--- src/rtl/tpu_pkg.sv ---
// Shared TPU types: activation function encoding, activation instruction bundle,
// activation sequencer state encoding and default widths/latencies.
package tpu_pkg;

  localparam int unsigned ACT_MATRIX_WIDTH       = 14;
  localparam int unsigned ACT_ACC_ADDR_WIDTH     = 9;
  localparam int unsigned ACT_BUFFER_ADDR_WIDTH  = 24;
  localparam int unsigned ACT_LENGTH_WIDTH       = 32;
  localparam int unsigned ACT_READ_LATENCY       = 2;
  localparam int unsigned ACT_ACTIVATION_LATENCY = 3;

  // NO_ACTIVATION must stay at zero: cleared pipeline stages read as "no function"
  typedef enum logic [1:0] {
    NO_ACTIVATION = 2'd0,
    RELU          = 2'd1,
    SIGMOID       = 2'd2
  } activation_type;

  typedef struct packed {
    logic [ACT_ACC_ADDR_WIDTH-1:0]    acc_addr;
    logic [ACT_BUFFER_ADDR_WIDTH-1:0] buf_addr;
    logic [ACT_LENGTH_WIDTH-1:0]      length;
    activation_type                   func;
    logic                             is_signed;
  } activation_instr_type;

  typedef enum logic [1:0] {
    ST_IDLE  = 2'd0,
    ST_READ  = 2'd1,
    ST_DRAIN = 2'd2
  } act_ctrl_state_type;

endpackage

--- src/rtl/delay_line.sv ---
// Fixed-depth shift register with synchronous clear and shared stall enable.
module delay_line #(
  parameter int unsigned WIDTH = 1,
  parameter int unsigned DEPTH = 1
) (
  input  logic             clk,
  input  logic             rst,
  input  logic             enable,
  input  logic [WIDTH-1:0] d,
  output logic [WIDTH-1:0] q
);

  logic [WIDTH-1:0] stage_q [DEPTH];

  always_ff @(posedge clk) begin
    if (rst) begin
      for (int i = 0; i < int'(DEPTH); i++) begin
        stage_q[i] <= '0;
      end
    end else if (enable) begin
      stage_q[0] <= d;
      for (int i = 1; i < int'(DEPTH); i++) begin
        stage_q[i] <= stage_q[i-1];
      end
    end
  end

  assign q = stage_q[DEPTH-1];

endmodule

--- src/rtl/activation_control.sv ---
// Activation-stage sequencer: walks accumulator rows into the activation unit and
// issues the matching unified-buffer writes once each row emerges.
module activation_control
  import tpu_pkg::*;
#(
  parameter int unsigned MATRIX_WIDTH       = ACT_MATRIX_WIDTH,
  parameter int unsigned ACC_ADDR_WIDTH     = ACT_ACC_ADDR_WIDTH,
  parameter int unsigned BUFFER_ADDR_WIDTH  = ACT_BUFFER_ADDR_WIDTH,
  parameter int unsigned LENGTH_WIDTH       = ACT_LENGTH_WIDTH,
  parameter int unsigned READ_LATENCY       = ACT_READ_LATENCY,
  parameter int unsigned ACTIVATION_LATENCY = ACT_ACTIVATION_LATENCY
) (
  input  logic                         clk,
  input  logic                         rst,
  input  logic                         enable,
  input  logic                         instr_valid,
  input  logic [ACC_ADDR_WIDTH-1:0]    instr_acc_addr,
  input  logic [BUFFER_ADDR_WIDTH-1:0] instr_buf_addr,
  input  logic [LENGTH_WIDTH-1:0]      instr_length,
  input  activation_type               instr_function,
  input  logic                         instr_signed,
  output logic                         busy,
  output logic                         done,
  output logic                         acc_rd_en,
  output logic [ACC_ADDR_WIDTH-1:0]    acc_rd_addr,
  output activation_type               act_function,
  output logic                         act_signed,
  output logic                         buf_wr_en,
  output logic [BUFFER_ADDR_WIDTH-1:0] buf_wr_addr
);

  // Valid line stops one stage short; the last stage is buf_wr_en_q so the
  // write address can be loaded in the same edge as the strobe.
  localparam int unsigned VALID_DEPTH = READ_LATENCY + ACTIVATION_LATENCY - 1;
  localparam int unsigned FN_W        = $bits(activation_type) + 1;

  if (READ_LATENCY < 1 || ACTIVATION_LATENCY < 1 || MATRIX_WIDTH < 1 ||
      ACC_ADDR_WIDTH != ACT_ACC_ADDR_WIDTH || BUFFER_ADDR_WIDTH != ACT_BUFFER_ADDR_WIDTH ||
      LENGTH_WIDTH != ACT_LENGTH_WIDTH) begin : g_bad_params
    $error("activation_control: unsupported parameter set");
  end

  act_ctrl_state_type               state_q;
  activation_instr_type             cur_q;
  logic [LENGTH_WIDTH-1:0]          wr_left_q;
  logic                             busy_q;
  logic                             done_q;
  logic                             acc_rd_en_q;
  logic [ACC_ADDR_WIDTH-1:0]        acc_rd_addr_q;
  logic                             buf_wr_en_q;
  logic [BUFFER_ADDR_WIDTH-1:0]     buf_wr_addr_q;

  logic                             wr_pre;
  logic [FN_W-1:0]                  fn_d;
  logic [FN_W-1:0]                  fn_tap;

  // Function/sign ride alongside each read so back-to-back instructions never mix
  assign fn_d = acc_rd_en_q ? {cur_q.func, cur_q.is_signed} : '0;

  delay_line #(
    .WIDTH (1),
    .DEPTH (VALID_DEPTH)
  ) u_valid_dly (
    .clk    (clk),
    .rst    (rst),
    .enable (enable),
    .d      (acc_rd_en_q),
    .q      (wr_pre)
  );

  delay_line #(
    .WIDTH (FN_W),
    .DEPTH (READ_LATENCY)
  ) u_fn_dly (
    .clk    (clk),
    .rst    (rst),
    .enable (enable),
    .d      (fn_d),
    .q      (fn_tap)
  );

  // cur_q is the working copy of the instruction: acc_addr/buf_addr hold the next
  // address to issue and length the reads still owed after the current one.
  always_ff @(posedge clk) begin
    if (rst) begin
      state_q       <= ST_IDLE;
      cur_q         <= '0;
      wr_left_q     <= '0;
      busy_q        <= 1'b0;
      done_q        <= 1'b0;
      acc_rd_en_q   <= 1'b0;
      acc_rd_addr_q <= '0;
      buf_wr_en_q   <= 1'b0;
      buf_wr_addr_q <= '0;
    end else if (enable) begin
      done_q      <= 1'b0;
      buf_wr_en_q <= wr_pre;
      if (wr_pre) begin
        buf_wr_addr_q  <= BUFFER_ADDR_WIDTH'(cur_q.buf_addr);
        cur_q.buf_addr <= cur_q.buf_addr + ACT_BUFFER_ADDR_WIDTH'(1);
        wr_left_q      <= wr_left_q - LENGTH_WIDTH'(1);
        if (wr_left_q == LENGTH_WIDTH'(1)) begin
          done_q <= 1'b1;
        end
      end

      case (state_q)
        ST_IDLE: begin
          if (instr_valid) begin
            cur_q <= '{acc_addr:  ACT_ACC_ADDR_WIDTH'(instr_acc_addr + ACC_ADDR_WIDTH'(1)),
                       buf_addr:  ACT_BUFFER_ADDR_WIDTH'(instr_buf_addr),
                       length:    ACT_LENGTH_WIDTH'(instr_length - LENGTH_WIDTH'(1)),
                       func:      instr_function,
                       is_signed: instr_signed};
            wr_left_q <= instr_length;
            if (instr_length != '0) begin
              state_q       <= ST_READ;
              busy_q        <= 1'b1;
              acc_rd_en_q   <= 1'b1;
              acc_rd_addr_q <= instr_acc_addr;
            end else begin
              done_q <= 1'b1;
            end
          end
        end
        ST_READ: begin
          if (cur_q.length == '0) begin
            acc_rd_en_q <= 1'b0;
            state_q     <= ST_DRAIN;
          end else begin
            acc_rd_addr_q  <= ACC_ADDR_WIDTH'(cur_q.acc_addr);
            cur_q.acc_addr <= cur_q.acc_addr + ACT_ACC_ADDR_WIDTH'(1);
            cur_q.length   <= cur_q.length - ACT_LENGTH_WIDTH'(1);
          end
        end
        ST_DRAIN: begin
          // done_q marks the cycle of the last write; leave one cycle later
          if (done_q) begin
            state_q <= ST_IDLE;
            busy_q  <= 1'b0;
          end
        end
        default: state_q <= ST_IDLE;
      endcase
    end
  end

  assign busy         = busy_q;
  assign done         = done_q;
  assign acc_rd_en    = acc_rd_en_q;
  assign acc_rd_addr  = acc_rd_addr_q;
  assign act_function = activation_type'(fn_tap[FN_W-1:1]);
  assign act_signed   = fn_tap[0];
  assign buf_wr_en    = buf_wr_en_q;
  assign buf_wr_addr  = buf_wr_addr_q;

endmodule
--- config.mk ---
export PLATFORM = sky130hd
export DESIGN_NAME = activation_control
export DESIGN_NICKNAME = d
export VERILOG_FILES = /design/src/rtl/tpu_pkg.sv /design/src/rtl/delay_line.sv /design/src/rtl/activation_control.sv
export SDC_FILE = /design/constraint.sdc
export NUM_CORES = 1
export LEC_CHECK = 0
export CAP_MARGIN = 20
export CELL_PAD_IN_SITES_DETAIL_PLACEMENT = 0
export CELL_PAD_IN_SITES_GLOBAL_PLACEMENT = 1
export CORE_UTILIZATION = 37
export CTS_BUF_LIST = sky130_fd_sc_hd__clkbuf_4 sky130_fd_sc_hd__clkbuf_8 sky130_fd_sc_hd__clkbuf_16
export CTS_CLUSTER_DIAMETER = 200
export DETAILED_ROUTE_END_ITERATION = 10
export PLACE_DENSITY = 0.85
export SLEW_MARGIN = 40
export SYNTH_ARGS = -nofsm -noshare
export SYNTH_HDL_FRONTEND = slang
export SYNTH_SLANG_ARGS = --single-unit
--- constraint.sdc ---
create_clock -name clk -period 3.4 [get_ports clk]
set_clock_uncertainty 0.2 [all_clocks]
set_input_delay 0.34 -clock clk [delete_from_list [all_inputs] [get_ports clk]]
set_output_delay 0.34 -clock clk [all_outputs]
set_load 0.02 [all_outputs]
### Word level (Yosys, flattened, before mapping)

Memories as Yosys holds them, arrays and structs flattened.
Index checks and enable logic that the tools add are counted.

| operators by class | value |
|---|---|
| $add $sub $neg | 6 |
| equal/unequal tests | 8 |
| mux-type cells | 42 |
| bitwise gates (word level) | 6 |
| reductions and logical operators | 12 |

Operators by type and width:

| cell | number |
|---|---|
| $mux 32 | 4 |
| $sub 32x1->32 const B | 3 |
| $mux 68 | 1 |
| $pmux 32 s2 | 1 |
| $mux 24 | 2 |
| $mux 9 | 4 |
| $pmux 9 s2 | 2 |
| $eq 32x1->1 const B | 1 |
| $logic_not 32->1 | 1 |
| $reduce_bool 32->1 | 1 |
| $add 24x1->24 const B | 1 |
| $reduce_and 5->1 | 4 |
| $add 9x1->9 const B | 2 |
| $mux 1 | 18 |
| $ne 2x2->1 const B | 5 |
| $mux 3 | 3 |
| $mux 2 | 4 |
| $or 1x1->1 | 6 |
| $pmux 2 s3 | 1 |
| $pmux 1 s2 | 2 |
| $reduce_and 4->1 | 1 |
| $reduce_bool 2->1 | 2 |
| $reduce_and 3->1 | 1 |
| $eq 2x1->1 const B | 1 |
| 3 further kinds | 3 |

| word-level totals | value |
|---|---|
| flip-flop bits (word level) | 139 |
| bits in writable memories | 10 |
| input bits | 72 |
| memories | 2 |

Memory list:

| name | words | width | rd ports | clocked after Yosys merged registers in | wr ports | line | RTL |
|---|---|---|---|---|---|---|---|
| u_fn_dly.stage_q | 2 | 3 | 2 | 0 | 2 | delay_line.sv:13 | `logic [WIDTH-1:0] stage_q [DEPTH];` |
| u_valid_dly.stage_q | 4 | 1 | 4 | 0 | 4 | delay_line.sv:13 |  |

### Depth between registers and ports, before layout

| logic depth | value |
|---|---|
| depth in word-level cells | 6 |
| gate-level depth with buffers | 9 |
| mapped depth without buffers | 8 |

### By module

Synthesis repeated with hierarchy kept, for this count alone.

| second synthesis, totals | value |
|---|---|
| cells, all modules | 1,147 |
| area total of the unflattened synthesis | 8,760.9 um^2 |

Modules (own cells, without submodules):

| module | instances | cells an instance | area each (um^2) |
|---|---|---|---|
| activation_control | 1 | 1,122 | 8,338.0 |
| delay_line (u_fn_dly) | 1 | 16 | 261.5 |
| delay_line (u_valid_dly) | 1 | 9 | 161.4 |

### Worst setup path after synthesis

Ideal clock, no wire load.

| timing | value |
|---|---|
| path kind | register -> register |
| start | register wr_left_q[17] |
| end | register done_q (netlist: done) |
| setup time | 73 ps |
| arrival | 2,208 ps |
| required time | 3,127 ps |
| path slack | 918 ps |
| cell stages (with the launch flop) | 7 |
| clock period less this slack | 2,482 ps |
| path through | dfxtp_1 or4_1 buf_2 or4b_4 or2_4 o311a_1 nor3_2 |

| between the ends | value |
|---|---|
| cells in the longest elaborated chain, start to end | 6 |

Ends and longest elaborated chain:

| what | line | RTL |
|---|---|---|
| start: declaration | activation_control.sv:45 | `logic [LENGTH_WIDTH-1:0] wr_left_q;` |
| start signal: assignment | activation_control.sv:101 | `wr_left_q <= wr_left_q - LENGTH_WIDTH'(1);` |
| start signal: assignment | activation_control.sv:115 | `wr_left_q <= instr_length;` |
| $eq 32x1->1 * | activation_control.sv:102 | `if (wr_left_q == LENGTH_WIDTH'(1)) begin` |
| $mux 1 * | activation_control.sv:102 |  |
| $mux 1 * | activation_control.sv:98 | `if (wr_pre) begin` |
| $mux 1 | activation_control.sv:116 | `if (instr_length != '0) begin` |
| $mux 1 | activation_control.sv:109 | `if (instr_valid) begin` |
| $mux 1 * | activation_control.sv:107 | `case (state_q)` |
| end signal: assignment | activation_control.sv:96 | `done_q <= 1'b0;` |
| end signal: assignment | activation_control.sv:103 | `done_q <= 1'b1;` |
| end signal: assignment | activation_control.sv:122 | `done_q <= 1'b1;` |
| end: declaration | activation_control.sv:47 | `logic done_q;` |

Mark *: on every way between the ends. The rest lies on a longest branch, timed or not.
A chain may end at the register's enable or synchronous reset.

### Final worst setup path

| timing | value |
|---|---|
| start | register cur_q[18] in the netlist's numbering |
| end | register cur_q[5] in the netlist's numbering |

| between the ends | value |
|---|---|
| cells in the longest elaborated chain, start to end | 3 |

Ends and longest elaborated chain:

| what | line | RTL |
|---|---|---|
| start: declaration | activation_control.sv:44 | `activation_instr_type cur_q;` |
| start signal: assignment | activation_control.sv:110 | `cur_q <= '{acc_addr: ACT_ACC_ADDR_WIDTH'(instr_acc_addr + ACC_ADDR_WIDTH'(1)),` |
| $logic_not 32->1 | activation_control.sv:127 | `if (cur_q.length == '0) begin` |
| $ne 2x2->1 (no line) | -- |  |
| $reduce_and 4->1 (no line) | -- |  |

No other way between the ends.

==> impl_metrics.yaml <==
outcome:
  status: "completed"
timing:
  slew_violations: 0
  fmax_mhz: 335
  worst_slew_pin_slew_ns: 0.758
  grt_setup_unrepaired: "no"
  min_period_over_period_pct: 87.9
  tns_ns: 0
  max-slew-margin-rel_pct: 49.4
  min_period_ns: 2.99
  hold_viol_final: 0
  fin_ws_ns: 0.412
  setup_viol: 0
setup_path:
  timing.rr.end: "cur_q[5]"
  crit_required_ns: 3.53
  crit_end: "cur_q[5]"
  crit_fanout: 9
  r2r-start: "cur_q[18]"
  reg2reg_slack_ns: 0.41
  critical_path_arrival_ns: 3.12
  reg2reg_depth: 7
  cp-start-kind: "flop"
  crit_start: "cur_q[18]"
  worstSetupPathType: "reg2reg"
  cp-end-kind: "flop"
global_routing:
  antenna_found_initial: 0
  grt_max_degree: 56
  grt_pass1_wl_um: 44900
  grt_usage_pct: 23.2
  grt.overflow.total: 0
  grt_pass1_vias: 8311
clocking:
  cts-buffers-inserted: 17
  cts_resized: 0
  clock_latency_ns: 0.44
  ctsHoldBuffers: 0
  clk_pin_slew_ns: 0.07
  cts.sinks: 149
  cts_setup_buffers: 0
  cts_tree: "done"
  htree_levels: 4
  cts-root-buf: "clkbuf_16"
  clk_path_buf_depth: 2
power:
  cellPowerDensity_nw_per_um2: 461
  p_switching_w: 0.00158
  finalPower_w: 0.00499
  power_leakage_nw: 3.74
  combPwrFrac_pct: 20.4
  share_clk_of_total_power_pct: 40.3
  pwr-share-seq_pct: 39.3
  p_sw_share_pct: 31.7
  ir_drop_mv: 0.319
  power.internal_w: 0.00341
route:
  wirelength_um: 27700
  first_pass_iters: 6
  ant_nets: 0
  num_vias: 9074
  vias_per_cell: 5.84
  post_drt_wl_per_cell_um: 17.8
  drc: 0
  drtIter0Drc: 750
cells_and_area:
  post-route-cell-area_um2: 10800
  layout-drive-gt1-share_pct: 8.46
  area_delta_synth_final_pct: 23.9
  nFillCells: 2277
  diodes: 0
  nets: 1309
synth:
  avgSynthCellArea_um2: 7.69
  synth_compound_area_share_pct: 26.0
  synth_cells: 1137
  ys_seq_elements: 149
  syn_area_um2: 8750
  async_flop_share_pct: 0
  ys_seq_area_share_pct: 35.2
  yosys.area_share.adder_pct: 1.29
  muxShareOfSynthArea_pct: 1.49
  synthFlopType: "dfxtp_1"
  synth-edff-count: 10
  synth_top_family_by_area: "simple AND/OR/NAND/NOR gates"
  syn_nets: 1218
  netlist-cell-type-count: 73
  synth_simple_gate_area_share_pct: 27.7
  synth_xor_area_share_pct: 3.10
  ys_warn_count: 0
place:
  dpl.hpwl_um: 19800
  dp_slack_ns: 0.334
  gp_congestion: 0.910
  numPortBuffers: 111
  place_area_um2: 10200
floorplan:
  initial_core_util_pct: 38.2
  ios: 112
  dieArea_um2: 24300
  die_x_um: 156
  core_um2: 22900
  row_count: 55
  die_h_um: 156
run:
  drv_cap: 0
hold_path:
  hold_path.class: "in2reg"
==> cells by family (layout without fill, tap and decap cells) <==
| logic type | Yosys count | in the layout |
|---|---|---|
| flops | 149 | 149 |
| fa+ha+maj | 9 | 9 |
| compound gates | 356 | 356 |
| buf+inv | 97 | 201 |
| mux | 13 | 13 |
| xor+xnor | 31 | 31 |
| simple gates | 482 | 482 |
==> state kept, by name, indices dropped and copies added (netlist names), 2 cells and up <==
register,cells
buf_wr_addr,24
wr_left_q,32
u_fn_dly.stage_q,6
state_q,2
u_valid_dly.stage_q,4
acc_rd_addr,9
cur_q,68
==> final cells by class <==
type / instances / area [um2] / area share (%)
clock buffer: 18 / 439 / 4.05
timing repair buffer: 151 / 1440 / 13.3
multi-input combinational: 891 / 5230 / 48.3
sequential: 149 / 3080 / 28.4
inverter: 18 / 67.6 / 0.623
tap: 313 / 392 / 3.61
clock inverter: 14 / 183 / 1.69
==> synthesized netlist by cell type, types with 21 or more instances <==
cell type,number,area [um2]
o22ai_1,21,131
dfxtp_1,139,2780
a21oi_1,97,485
a211oi_1,24,180
o21ai_0,100,500
nor2_1,108,405
nand2_1,144,541
nand3_1,36,180
clkbuf_1,58,218
nor4_1,29,181
nor3_1,41,205
and3_1,21,131
==> per-layer routing <==
metal | vias up | global-route usage [%] | wire length (um)
met5 | - | 0 | 0
met4 | 0 | 7.00 | 532
met3 | 40 | 3.75 | 1790
met2 | 342 | 37.0 | 12600
met1 | 4266 | 32.0 | 12800
li1 | 4426 | - | -
==> stage by stage <==
stage          std cells  hold WS (ns)  util [%]
6_report            1554        0.0920      47.3
5_1_grt             1554         0.109      47.3
4_1_cts             1554        0.0814      47.3
3_5_place_dp        1522         0.243      44.6
3_3_place_gp        1522         0.239      44.5
2_1_floorplan       1137         0.224         -
==> cell usage in the layout (no fill, tap or decap), drive strengths merged, types with 5 or more instances in the layout <==
master | Yosys | routed
a211oi | 24 | 24
a21oi | 97 | 97
a221oi | 6 | 6
a22o | 7 | 7
a22oi | 16 | 16
a31o | 5 | 5
a31oi | 11 | 11
a32o | 15 | 15
and2 | 5 | 5
and3 | 21 | 21
and4 | 5 | 5
buf | 15 | 42
clkbuf | 64 | 18
clkdlybuf4s50 | 0 | 109
dfxtp | 139 | 139
edfxtp | 10 | 10
ha | 9 | 9
inv | 18 | 26
mux2i | 13 | 13
nand2 | 144 | 144
nand2b | 7 | 7
nand3 | 36 | 36
nand4 | 17 | 17
nor2 | 108 | 108
nor2b | 7 | 7
nor3 | 44 | 44
nor4 | 32 | 32
nor4b | 5 | 5
o21ai | 100 | 100
o22ai | 21 | 21
o311ai | 6 | 6
o31ai | 8 | 8
o32ai | 9 | 9
or2 | 9 | 9
or3 | 17 | 17
or4 | 11 | 11
xnor2 | 19 | 19
xor2 | 12 | 12
==> worst max-delay path: stages, from the launching register on <==
cell and delay (ns):
dfxtp_1 0.38, nor4_1 0.59, nand4_1 0.27, nor4_4 0.57, or2_1 0.36, buf_4 0.22, nor3_1 0.06, a31o_2 0.22
==> power groups by stage <==
| stage | combinational (W) | sequential [W] | clock (W) |
|---|---|---|---|
| 2_1_floorplan | 0.000626 | 0.00199 | 0 |
| 3_3_place_gp | 0.00100 | 0.00200 | 0 |
| 3_5_place_dp | 0.00101 | 0.00200 | 0 |
| 4_1_cts | 0.00101 | 0.00196 | 0.00203 |
| 5_1_grt | 0.00112 | 0.00198 | 0.00211 |
| 6_report | 0.00102 | 0.00196 | 0.00201 |
==> how the worst min path moves through the flow <==
stage	from	endpoint	slack, ns	cells after the start
2_1_floorplan	wr_left_q[20]	wr_left_q[20]	0.22	1
3_3_place_gp	cur_q[2]	cur_q[2]	0.24	2
3_5_place_dp	cur_q[0]	cur_q[0]	0.24	2
4_1_cts	rst	wr_left_q[28]	0.08	2
5_1_grt	rst	wr_left_q[28]	0.11	2
6_report	rst	wr_left_q[28]	0.09	2
(Power assumes the default switching activity.)
